## src/rtl/exu_csr_seq.sv

```systemverilog
// Sequential CSR execution unit: handshake in, variable-latency CSR read,
// conditional write-back to the CSR file, old value returned over a second handshake.
module exu_csr_seq #(
    parameter int XLEN       = 32,
    parameter int CSR_ADDR_W = 12
) (
    input  logic                  clk,
    input  logic                  rst,
    input  logic                  in_valid_i,
    output logic                  in_ready_o,
    input  logic [31:0]           inst_i,
    input  logic [XLEN-1:0]       rs1_data_i,
    input  logic                  int_assert_i,
    output logic                  csr_re_o,
    output logic [CSR_ADDR_W-1:0] csr_raddr_o,
    input  logic                  csr_rvalid_i,
    input  logic [XLEN-1:0]       csr_rdata_i,
    output logic                  csr_we_o,
    output logic [CSR_ADDR_W-1:0] csr_waddr_o,
    output logic [XLEN-1:0]       csr_wdata_o,
    output logic                  wb_valid_o,
    input  logic                  wb_ready_i,
    output logic [4:0]            wb_rd_o,
    output logic                  wb_we_o,
    output logic [XLEN-1:0]       wb_data_o,
    output logic                  illegal_o,
    output logic                  busy_o
);

    typedef enum logic [1:0] {IDLE, READ, WRITE, WB} state_t;

    state_t                  state_q, state_d;
    logic [31:0]             inst_q;
    logic [XLEN-1:0]         opnd_q;
    logic [XLEN-1:0]         rdata_q;
    logic                    illegal_q;

    // RW forms always write; set/clear forms only when the source field is non-zero.
    function automatic logic write_req(input logic [2:0] f3, input logic [4:0] src);
        return (f3[1:0] == 2'b01) || (f3[1] && (src != 5'd0));
    endfunction

    function automatic logic [XLEN-1:0] new_value(input logic [2:0] f3,
                                                  input logic [XLEN-1:0] old,
                                                  input logic [XLEN-1:0] opnd);
        case (f3[1:0])
            2'b01:   return opnd;
            2'b10:   return old | opnd;
            2'b11:   return old & ~opnd;
            default: return '0;
        endcase
    endfunction

    logic [2:0]            in_f3;
    logic [4:0]            in_src;
    logic                  in_illegal;
    logic [XLEN-1:0]       in_opnd;
    logic                  accept;

    assign in_f3      = inst_i[14:12];
    assign in_src     = inst_i[19:15];
    assign in_illegal = (inst_i[6:0] != 7'b1110011) || (in_f3[1:0] == 2'b00) ||
                        (write_req(in_f3, in_src) && (inst_i[31:30] == 2'b11));
    assign in_opnd    = in_f3[2] ? {{(XLEN-5){1'b0}}, in_src} : rs1_data_i;
    assign accept     = (state_q == IDLE) && in_valid_i && !int_assert_i;

    logic [2:0]            q_f3;
    logic [4:0]            q_src;
    logic [4:0]            q_rd;
    logic [CSR_ADDR_W-1:0] q_addr;
    logic                  q_wreq;

    assign q_f3   = inst_q[14:12];
    assign q_src  = inst_q[19:15];
    assign q_rd   = inst_q[11:7];
    assign q_addr = inst_q[20 +: CSR_ADDR_W];
    assign q_wreq = write_req(q_f3, q_src);

    always_ff @(posedge clk or negedge rst) begin
        if (!rst) begin
            state_q   <= IDLE;
            inst_q    <= '0;
            opnd_q    <= '0;
            rdata_q   <= '0;
            illegal_q <= 1'b0;
        end else begin
            state_q <= state_d;
            if (accept) begin
                inst_q    <= inst_i;
                opnd_q    <= in_opnd;
                illegal_q <= in_illegal;
            end
            if ((state_q == READ) && !int_assert_i && csr_rvalid_i) begin
                rdata_q <= csr_rdata_i;
            end
        end
    end

    // Outputs are decoded from the state alone, so an async reset clears them at once.
    always_comb begin
        state_d     = state_q;
        in_ready_o  = 1'b0;
        busy_o      = 1'b1;
        csr_re_o    = 1'b0;
        csr_raddr_o = '0;
        csr_we_o    = 1'b0;
        csr_waddr_o = '0;
        csr_wdata_o = '0;
        wb_valid_o  = 1'b0;
        wb_rd_o     = '0;
        wb_we_o     = 1'b0;
        wb_data_o   = '0;
        illegal_o   = 1'b0;
        case (state_q)
            IDLE: begin
                in_ready_o = 1'b1;
                busy_o     = 1'b0;
                if (accept) begin
                    state_d = in_illegal ? WB : READ;
                end
            end
            READ: begin
                csr_re_o    = 1'b1;
                csr_raddr_o = q_addr;
                if (int_assert_i) begin
                    state_d = IDLE;
                end else if (csr_rvalid_i) begin
                    state_d = q_wreq ? WRITE : WB;
                end
            end
            WRITE: begin
                csr_we_o    = 1'b1;
                csr_waddr_o = q_addr;
                csr_wdata_o = new_value(q_f3, rdata_q, opnd_q);
                state_d     = WB;
            end
            WB: begin
                wb_valid_o = 1'b1;
                wb_rd_o    = q_rd;
                wb_we_o    = (q_rd != 5'd0) && !illegal_q;
                wb_data_o  = illegal_q ? '0 : rdata_q;
                illegal_o  = illegal_q;
                if (wb_ready_i) begin
                    state_d = IDLE;
                end
            end
            default: state_d = IDLE;
        endcase
    end

endmodule

```

## config.mk

```make
export PLATFORM = sky130hd
export DESIGN_NAME = exu_csr_seq
export DESIGN_NICKNAME = d
export VERILOG_FILES = /design/src/rtl/exu_csr_seq.sv
export SDC_FILE = /design/constraint.sdc
export NUM_CORES = 1
export LEC_CHECK = 0
export BUFFER_PORTS_ARGS = -buffer_cell sky130_fd_sc_hd__buf_2
export CAP_MARGIN = 10
export CORE_AREA = 2 2 104 106
export DETAILED_ROUTE_END_ITERATION = 10
export DIE_AREA = 0 0 106 108
export GPL_TIMING_DRIVEN = 0
export PLACE_DENSITY = 0.79
export REMOVE_ABC_BUFFERS = 1
export SLEW_MARGIN = 20
export SYNTH_ARGS = -nofsm -noshare
export SYNTH_HDL_FRONTEND = slang
export SYNTH_SLANG_ARGS = --single-unit
```

## constraint.sdc

```tcl
create_clock -name clk -period 1.7 [get_ports clk]
set_clock_uncertainty 0.2 [all_clocks]
set_input_delay 0.085 -clock clk [delete_from_list [all_inputs] [get_ports clk]]
set_output_delay 0.085 -clock clk [all_outputs]
set_load 0.01 [all_outputs]
```

==> results of run 1 <==
## report_power, final
group	internal, mW	switching, mW
combinational	4.58	5.28
clock	0.694	0.842
sequential	3.20	1.02
## worst min-delay path by stage
stage / slack, ps / from / end
finish: 40 / rst / opnd_q[2]$_DFFE_PN0P_
global route: 80 / rst / opnd_q[0]$_DFFE_PN0P_
CTS: 9 / rst / inst_q[28]$_DFFE_PN0P_
detailed placement: -150 / rst / inst_q[28]$_DFFE_PN0P_
global placement: 90 / csr_rdata_i[17] / rdata_q[17]$_DFFE_PN0P_
floorplan: -410 / rst / illegal_q$_DFFE_PN0P_
## critical path: cells and delay by family, from the launching register on
kind / cells / cell delay [ps]
AOI/OAI and AO/OA: 1 / 80
buffers and inverters: 3 / 500
DFF: 1 / 520
muxes: 1 / 150
and+or+nand+nor: 1 / 270
## cells by family after synthesis
group	count (synthesis)
muxes	62
AOI/OAI and AO/OA	106
buffers and inverters	82
and+or+nand+nor	205
DFF	91
## flip-flops by register name, summed over array words and instances (netlist names)
name,flops
rdata_q,32
inst_q,24
state_q,2
illegal_q,1
opnd_q,32
## stage by stage
stage,cells,util (%)
final,1033,91.5
after global routing,1033,91.5
after CTS,997,79.5
after detailed placement,842,58.8
after global placement,837,57.4
after floorplan,500,-
## per-layer routing
layer	vias to the layer above	share of wire (%)	wire [microns]
li1	2547	-	-
met1	3035	32	9050
met2	722	45	12800
met3	284	13	3840
met4	0	10	2850
met5	-	0	0
## area by class of cell
class                      count  area, sq um
timing repair buffer         370         3330
fill                         376          870
sequential                    91         2290
clock inverter                 1         5.00
clock buffer                  15          186
timing repair inverter         1         11.3
inverter                      36          145
multi-input combinational    383         3220
tap                          136          170
## repair_timing
item | in CTS | in global routing
endpoints found under the setup margin | 174 | 168
pin swaps | 19 | 48
setup buffers | 33 | 16
hold buffers | 95 | 0
gates resized for setup | 85 | 221
cloned | 11 | 21
hold endpoints to repair | 182 | 0
## placed cells by master, fill, tap and decap left out, types with 3 or more instances in the layout
master / instances
sky130_fd_sc_hd__clkbuf_16: 11
sky130_fd_sc_hd__nand2_4: 16
sky130_fd_sc_hd__clkbuf_8: 13
sky130_fd_sc_hd__nand2_8: 9
sky130_fd_sc_hd__and3_1: 3
sky130_fd_sc_hd__buf_16: 5
sky130_fd_sc_hd__buf_2: 180
sky130_fd_sc_hd__nand2b_1: 28
sky130_fd_sc_hd__buf_6: 38
sky130_fd_sc_hd__nor2_1: 35
sky130_fd_sc_hd__a22oi_2: 9
sky130_fd_sc_hd__inv_1: 33
sky130_fd_sc_hd__mux2i_2: 6
sky130_fd_sc_hd__dfrtp_4: 3
sky130_fd_sc_hd__a22oi_1: 23
sky130_fd_sc_hd__mux2_2: 24
sky130_fd_sc_hd__mux2i_1: 30
sky130_fd_sc_hd__dfrtp_1: 86
sky130_fd_sc_hd__and2_4: 14
sky130_fd_sc_hd__buf_4: 12
sky130_fd_sc_hd__nand2_2: 19
sky130_fd_sc_hd__nor3_4: 20
sky130_fd_sc_hd__dlygate4sd3_1: 95
sky130_fd_sc_hd__o21ai_1: 27
sky130_fd_sc_hd__o21ai_2: 30
sky130_fd_sc_hd__and3b_2: 3
sky130_fd_sc_hd__and2_1: 10
sky130_fd_sc_hd__nor3_2: 12
sky130_fd_sc_hd__buf_12: 22
sky130_fd_sc_hd__o21ai_0: 7
sky130_fd_sc_hd__buf_8: 7
sky130_fd_sc_hd__nand2_1: 30
==> results.py, run 1 <==
metrics = {
    "placed_design": {
        "dp_hpwl_microns": 9470,
        "globalplace.congestion": 0.787,
        "place_area_sq_um": 6010,
        "worst_setup_timing_slack_at_the_placement_stage_ps": -706,
        "io_buffer_count": 201,
    },
    "yosys": {
        "synth-adder-area-share_pct": 0,
        "synth_compound_area_share_pct": 12.9,
        "synthDistinctLibCells": 35,
        "synth_top_area_share_pct": 46.4,
        "mapped_avg_cell_area_sq_um": 8.99,
        "post_synth_inst_count": 546,
        "synth-main-ff-cell": "sky130_fd_sc_hd__dfrtp_1",
        "synth_edf_count": 0,
        "post-synth-top-count-cell": "sky130_fd_sc_hd__dfrtp_1",
        "number_of_synthesis_warnings": 0,
        "share_of_synthesized_area_occupied_by_flip_flops_and_latches_pct": 46.4,
        "synth_top_family_by_area": "simple AND/OR/NAND/NOR gates",
        "post_synth_xor_area_fraction_pct": 0,
        "synth_commonest_cells": "sky130_fd_sc_hd__dfrtp_1, sky130_fd_sc_hd__nand2_1, sky130_fd_sc_hd__o21ai_0",
        "synth-async-reset-ratio_pct": 100,
        "mux_cell_area_share_after_synthesis_pct": 13.3,
        "ys_seq_elements": 91,
        "synth_simple_gate_area_share_pct": 20.3,
        "netlist_area_sq_um": 4910,
        "synth_area_leaders": "sky130_fd_sc_hd__dfrtp_1, sky130_fd_sc_hd__mux2i_1, sky130_fd_sc_hd__o21ai_0, sky130_fd_sc_hd__mux2_2, sky130_fd_sc_hd__nand2_1",
        "post-synth-top-area-cell": "sky130_fd_sc_hd__dfrtp_1",
    },
    "route": {
        "antenna_violating_nets_left": 0,
        "drt-pass1-iter-count": 7,
        "detail_route.wl_per_cell_microns": 27.6,
        "routed_via_density": 6.38,
        "route.detailed.drc": 0,
        "totalWireLength_microns": 28500,
        "routed-via-count": 6588,
        "dr.first_iter.drc_count": 739,
    },
    "clocking": {
        "cts.htree.levels": 3,
        "clk-insertion-delay-late_ps": 380,
        "tritoncts_num_sinks": 91,
        "cts_tree": "yes",
        "cts_inserted_buffers": 9,
        "clk_slew_on_worst_s_h_paths_ps": 100,
        "largest_buffer_count_on_any_clock_path": 2,
        "cts_root_buffer": "sky130_fd_sc_hd__clkbuf_8",
    },
    "min_path": {
        "min-delay-path-class": "primary input to async pin",
    },
    "grt": {
        "grt_pass1_vias": 6086,
        "grt.busiest_layer": "met2",
        "first_pass_grt_wire_length_microns": 31700,
        "grt.overflow.total": 0,
        "global_route.usage.met1_pct": 43.5,
        "grt_antenna_before_repair": 0,
        "fraction_of_met2_tracks_used_by_global_routing_pct": 61.9,
        "grt_use_met3_pct": 6.03,
        "grt.total_usage_pct": 36.2,
        "grt_start_max_net_pins": 48,
    },
    "job": {
        "max_cap_violations": 0,
    },
    "die": {
        "coreArea_sq_um": 10200,
        "fp.dieH_microns": 108,
        "floorplan.io_pins": 202,
        "die_x_microns": 106,
        "row_count": 37,
        "floorplan.initialDensity_pct": 48.0,
        "die_area_sq_um": 11400,
    },
    "sta": {
        "setup_viol": 188,
        "finalCritPeriodShare_pct": 129,
        "setup_slack_ps": -487,
        "worst_slew_pin_slew_ps": 1020,
        "maxSlewHeadroom_pct": 32.0,
        "grt_setup_unrepaired": "yes",
        "worst_hold_slack_ps": 42.1,
        "total_count_of_hold_check_failures_in_the_final_report": 0,
        "clock.fmax_mhz": 457,
        "timing.final.crit_period_ps": 2190,
        "fin_tns_setup_ps": -35580,
        "finalMaxSlewViolations": 0,
    },
    "setup_path": {
        "crit_arrival_ps": 1900,
        "setup.worst_path.start_class": "flip-flop",
        "critical-path-max-stage-delay_ps": 520,
        "cp_max_fo": 7,
        "setup_cp_type": "flip-flop to primary output",
        "critical_path.reg2reg.endpoint": "state_q[0]$_DFFE_PN0P_",
        "critical-path-slowest-cell": "sky130_fd_sc_hd__dfrtp_4",
        "setup.worst_path.start": "inst_q[12]$_DFFE_PN0P_",
        "cp-end-kind": "primary output",
        "worstRegToRegCells": 6,
        "worst_setup_path_endpoint": "csr_wdata_o[1]",
        "worst_r2r_startpoint": "state_q[1]$_DFFE_PN0P_",
        "cp.required_ps": 1410,
        "reg_to_reg_slack_setup_ps": -460,
        "worstPathCellList": "buf_12, buf_16, mux2i_4, a22oi_2, nor2_1, buf_2",
    },
    "layout": {
        "layout-drive-gt1-share_pct": 52.5,
        "num-nets-final": 994,
        "antenna_cells_inserted": 0,
        "fin_area_sq_um": 9360,
        "layout-area-overhead-vs-synth_pct": 90.8,
    },
    "outcome": {
        "run_status": "finished, violations left",
        "violations": "setup timing",
    },
    "pwr": {
        "irDropWorstVdd_uv": 1230,
        "leakage_power_figure_nw": 4.60,
        "power_per_cell_area_nw_per_um2": 1670,
        "post-layout-total-power_mw": 15.6,
    },
}
Note: power is estimated with default switching activity, not from simulation.
==> run 2: changes to the inputs <==
Settings changed: CORE_AREA 2 2 104 106 to 2 2 101 103, DIE_AREA 0 0 106 108 to 0 0 103 105, PLACE_DENSITY 0.79 to 0.83.
Clock period 1.7 ns to 2.7 ns, I/O delays scaled along.
==> run 2 against run 1 <==
Effect of this change: highest routed layer unchanged; the flow now finishes without violations; non-clock buffer count fell by 73; sequential power fell by 37%; final cell count fell by 8.4%; worst setup slack improved by 610 ps; register-to-register slack improved by 590 ps.
==> results.py, run 2 (synthesized netlist as in run 1, its figures left out) <==
metrics = {
    "outcome": {
        "run_status": "finished clean",
    },
    "die": {
        "floorplan.initialDensity_pct": 50.9,
        "die_area_sq_um": 10800,
        "die_x_microns": 103,
        "row_count": 36,
        "coreArea_sq_um": 9640,
        "floorplan.io_pins": 202,
        "fp.dieH_microns": 105,
    },
    "clocking": {
        "cts.htree.levels": 3,
        "largest_buffer_count_on_any_clock_path": 2,
        "cts_inserted_buffers": 9,
        "clk-insertion-delay-late_ps": 350,
        "clk_slew_on_worst_s_h_paths_ps": 80,
        "tritoncts_num_sinks": 91,
        "cts_root_buffer": "sky130_fd_sc_hd__clkbuf_8",
        "cts_tree": "yes",
    },
    "route": {
        "detail_route.wl_per_cell_microns": 17.4,
        "route.detailed.drc": 0,
        "drt-pass1-iter-count": 5,
        "dr.first_iter.drc_count": 230,
        "routed-via-count": 5156,
        "totalWireLength_microns": 16400,
        "routed_via_density": 5.45,
        "antenna_violating_nets_left": 0,
    },
    "grt": {
        "first_pass_grt_wire_length_microns": 25700,
        "grt.overflow.total": 0,
        "grt_antenna_before_repair": 0,
        "grt_pass1_vias": 5416,
        "grt_start_max_net_pins": 47,
        "grt.total_usage_pct": 30.3,
    },
    "setup_path": {
        "reg_to_reg_slack_setup_ps": 130,
        "critical-path-max-stage-delay_ps": 610,
        "worstPathCellList": "nor2b_2, a21oi_1, a2bb2oi_1, dlygate4sd3_1, a21oi_1",
        "crit_arrival_ps": 2620,
        "worstRegToRegCells": 5,
        "setup.worst_path.start": "state_q[0]$_DFFE_PN0P_",
        "crit_path_frequent_cell": "sky130_fd_sc_hd__a21oi_1",
        "cp.required_ps": 2750,
        "worst_r2r_startpoint": "state_q[0]$_DFFE_PN0P_",
        "critical_path_buf_inv_count": 1,
        "critical-path-top-delay-family": "flip-flops",
        "critical_path.reg2reg.endpoint": "state_q[1]$_DFFE_PN0P_",
        "cp-end-kind": "flip-flop",
        "setup_cp_type": "flip-flop to flip-flop",
        "cp_max_fo": 15,
        "setup.worst_path.start_class": "flip-flop",
        "critical-path-slowest-cell": "sky130_fd_sc_hd__dfrtp_1",
    },
    "layout": {
        "final_cell_mix": "sky130_fd_sc_hd__buf_2, sky130_fd_sc_hd__dlygate4sd3_1, sky130_fd_sc_hd__dfrtp_1",
        "num-fill-cells": 653,
        "num-nets-final": 910,
        "layout-drive-gt1-share_pct": 31.4,
        "antenna_cells_inserted": 0,
        "multi_input_comb_area_sq_um": 2310,
        "mostFrequentLayoutCell": "sky130_fd_sc_hd__buf_2",
        "finish.utilization_pct": 74.2,
        "layout-area-overhead-vs-synth_pct": 45.7,
        "ff_latch_area_sq_um": 2280,
        "biggestRegsByFlops": "opnd_q (32), rdata_q (32), inst_q (24)",
    },
    "sta": {
        "clock.fmax_mhz": 389,
        "maxSlewHeadroom_pct": 45.9,
        "total_count_of_hold_check_failures_in_the_final_report": 0,
        "finalCritPeriodShare_pct": 95.2,
        "worst_slew_pin_slew_ps": 808,
        "setup_slack_ps": 128,
        "grt_setup_unrepaired": "no",
        "setup_viol": 0,
        "timing.final.crit_period_ps": 2570,
        "finalMaxSlewViolations": 0,
    },
    "pwr": {
        "post-layout-total-power_mw": 6.62,
        "power_per_cell_area_nw_per_um2": 927,
        "leakage_power_figure_nw": 3.56,
        "irDropWorstVdd_uv": 733,
    },
    "min_path": {
        "timing.hold.worst.start": "csr_rvalid_i",
        "worst_hold_path.endpoint": "state_q[0]$_DFFE_PN0P_",
        "worstHoldPathCells": 3,
        "min-delay-path-class": "primary input to flip-flop",
    },
    "placed_design": {
        "dp_hpwl_microns": 9300,
        "globalplace.congestion": 0.789,
        "io_buffer_count": 201,
        "worst_setup_timing_slack_at_the_placement_stage_ps": 201,
    },
    "job": {
        "max_cap_violations": 0,
    },
}
==> run 2: changes by cell type in the layout (fill, tap and decap cells not counted), moves of 15 or more <==
cell and change:
sky130_fd_sc_hd__o21ai_0 +56, sky130_fd_sc_hd__buf_6 -38, sky130_fd_sc_hd__nand2_1 +35, sky130_fd_sc_hd__nor3_1 +32, sky130_fd_sc_hd__o21ai_2 -30, sky130_fd_sc_hd__o21ai_1 -26, sky130_fd_sc_hd__buf_12 -20, sky130_fd_sc_hd__buf_2 +20
sky130_fd_sc_hd__nor3_4 -20, sky130_fd_sc_hd__nand2_2 -18, sky130_fd_sc_hd__nand2_4 -15
==> run 2: power breakdown <==
part           internal [mW]  total [mW]  leakage, nW  switching, mW
clock                  0.532       0.988        0.110          0.456
sequential              2.01        2.67         1.12          0.660
combinational           1.35        2.97         2.33           1.62
==> run 2: tightest hold or removal path, stage by stage <==
cell and delay [ps]:
sky130_fd_sc_hd__buf_2 110, sky130_fd_sc_hd__o31ai_1 70, sky130_fd_sc_hd__a22o_1 220
==> run 2: worst max path at each step <==
stage	depth (start not counted)	slack [ps]	endpoint
floorplan	3	-50	csr_wdata_o[0]
global placement	4	-1530	csr_wdata_o[10]
detailed placement	4	200	rdata_q[12]$_DFFE_PN0P_
CTS	4	30	csr_waddr_o[8]
global route	3	60	wb_data_o[20]
finish	5	130	state_q[1]$_DFFE_PN0P_
==> run 2: cell type report <==
cell class | instances | share of cell area (%)
well taps | 133 | 2.33
clock buffers | 15 | 2.61
repair buffers | 297 | 28.6
inverters | 36 | 1.89
clock inverters | 1 | 0.420
flip-flops and latches | 91 | 31.9
multi-input cells | 373 | 32.3
==> run 2: per-layer routing <==
metal / vias up / track usage [%] / share of wire [%] / wire [microns]
li1: 2350 / - / - / -
met1: 2468 / 35.3 / 38 / 6310
met2: 289 / 52.2 / 51 / 8310
met3: 49 / 5.89 / 7.5 / 1220
met4: 0 / 14.8 / 3.6 / 588
met5: - / 0 / 0 / 0
==> run 2: stage by stage <==
stage / instances / area (sq um) / TNS (ps) / hold slack [ps]
5_1_grt: 946 / 7150 / 0 / 25.1
2_1_floorplan: 500 / 4690 / -1430 / -361
3_5_place_dp: 838 / 5990 / 0 / -13.1
4_1_cts: 945 / 7120 / 0 / 12.1
3_3_place_gp: 834 / 5860 / -67210 / 138
6_report: 946 / 7150 / 0 / 43.3
==> run 2: what timing repair did <==
item	CTS	global route
gates resized for setup	1	2
gates cloned	0	0
endpoints found under the hold margin	135	0
setup buffers	0	1
hold buffers	91	0
endpoints found under the setup margin	18	35
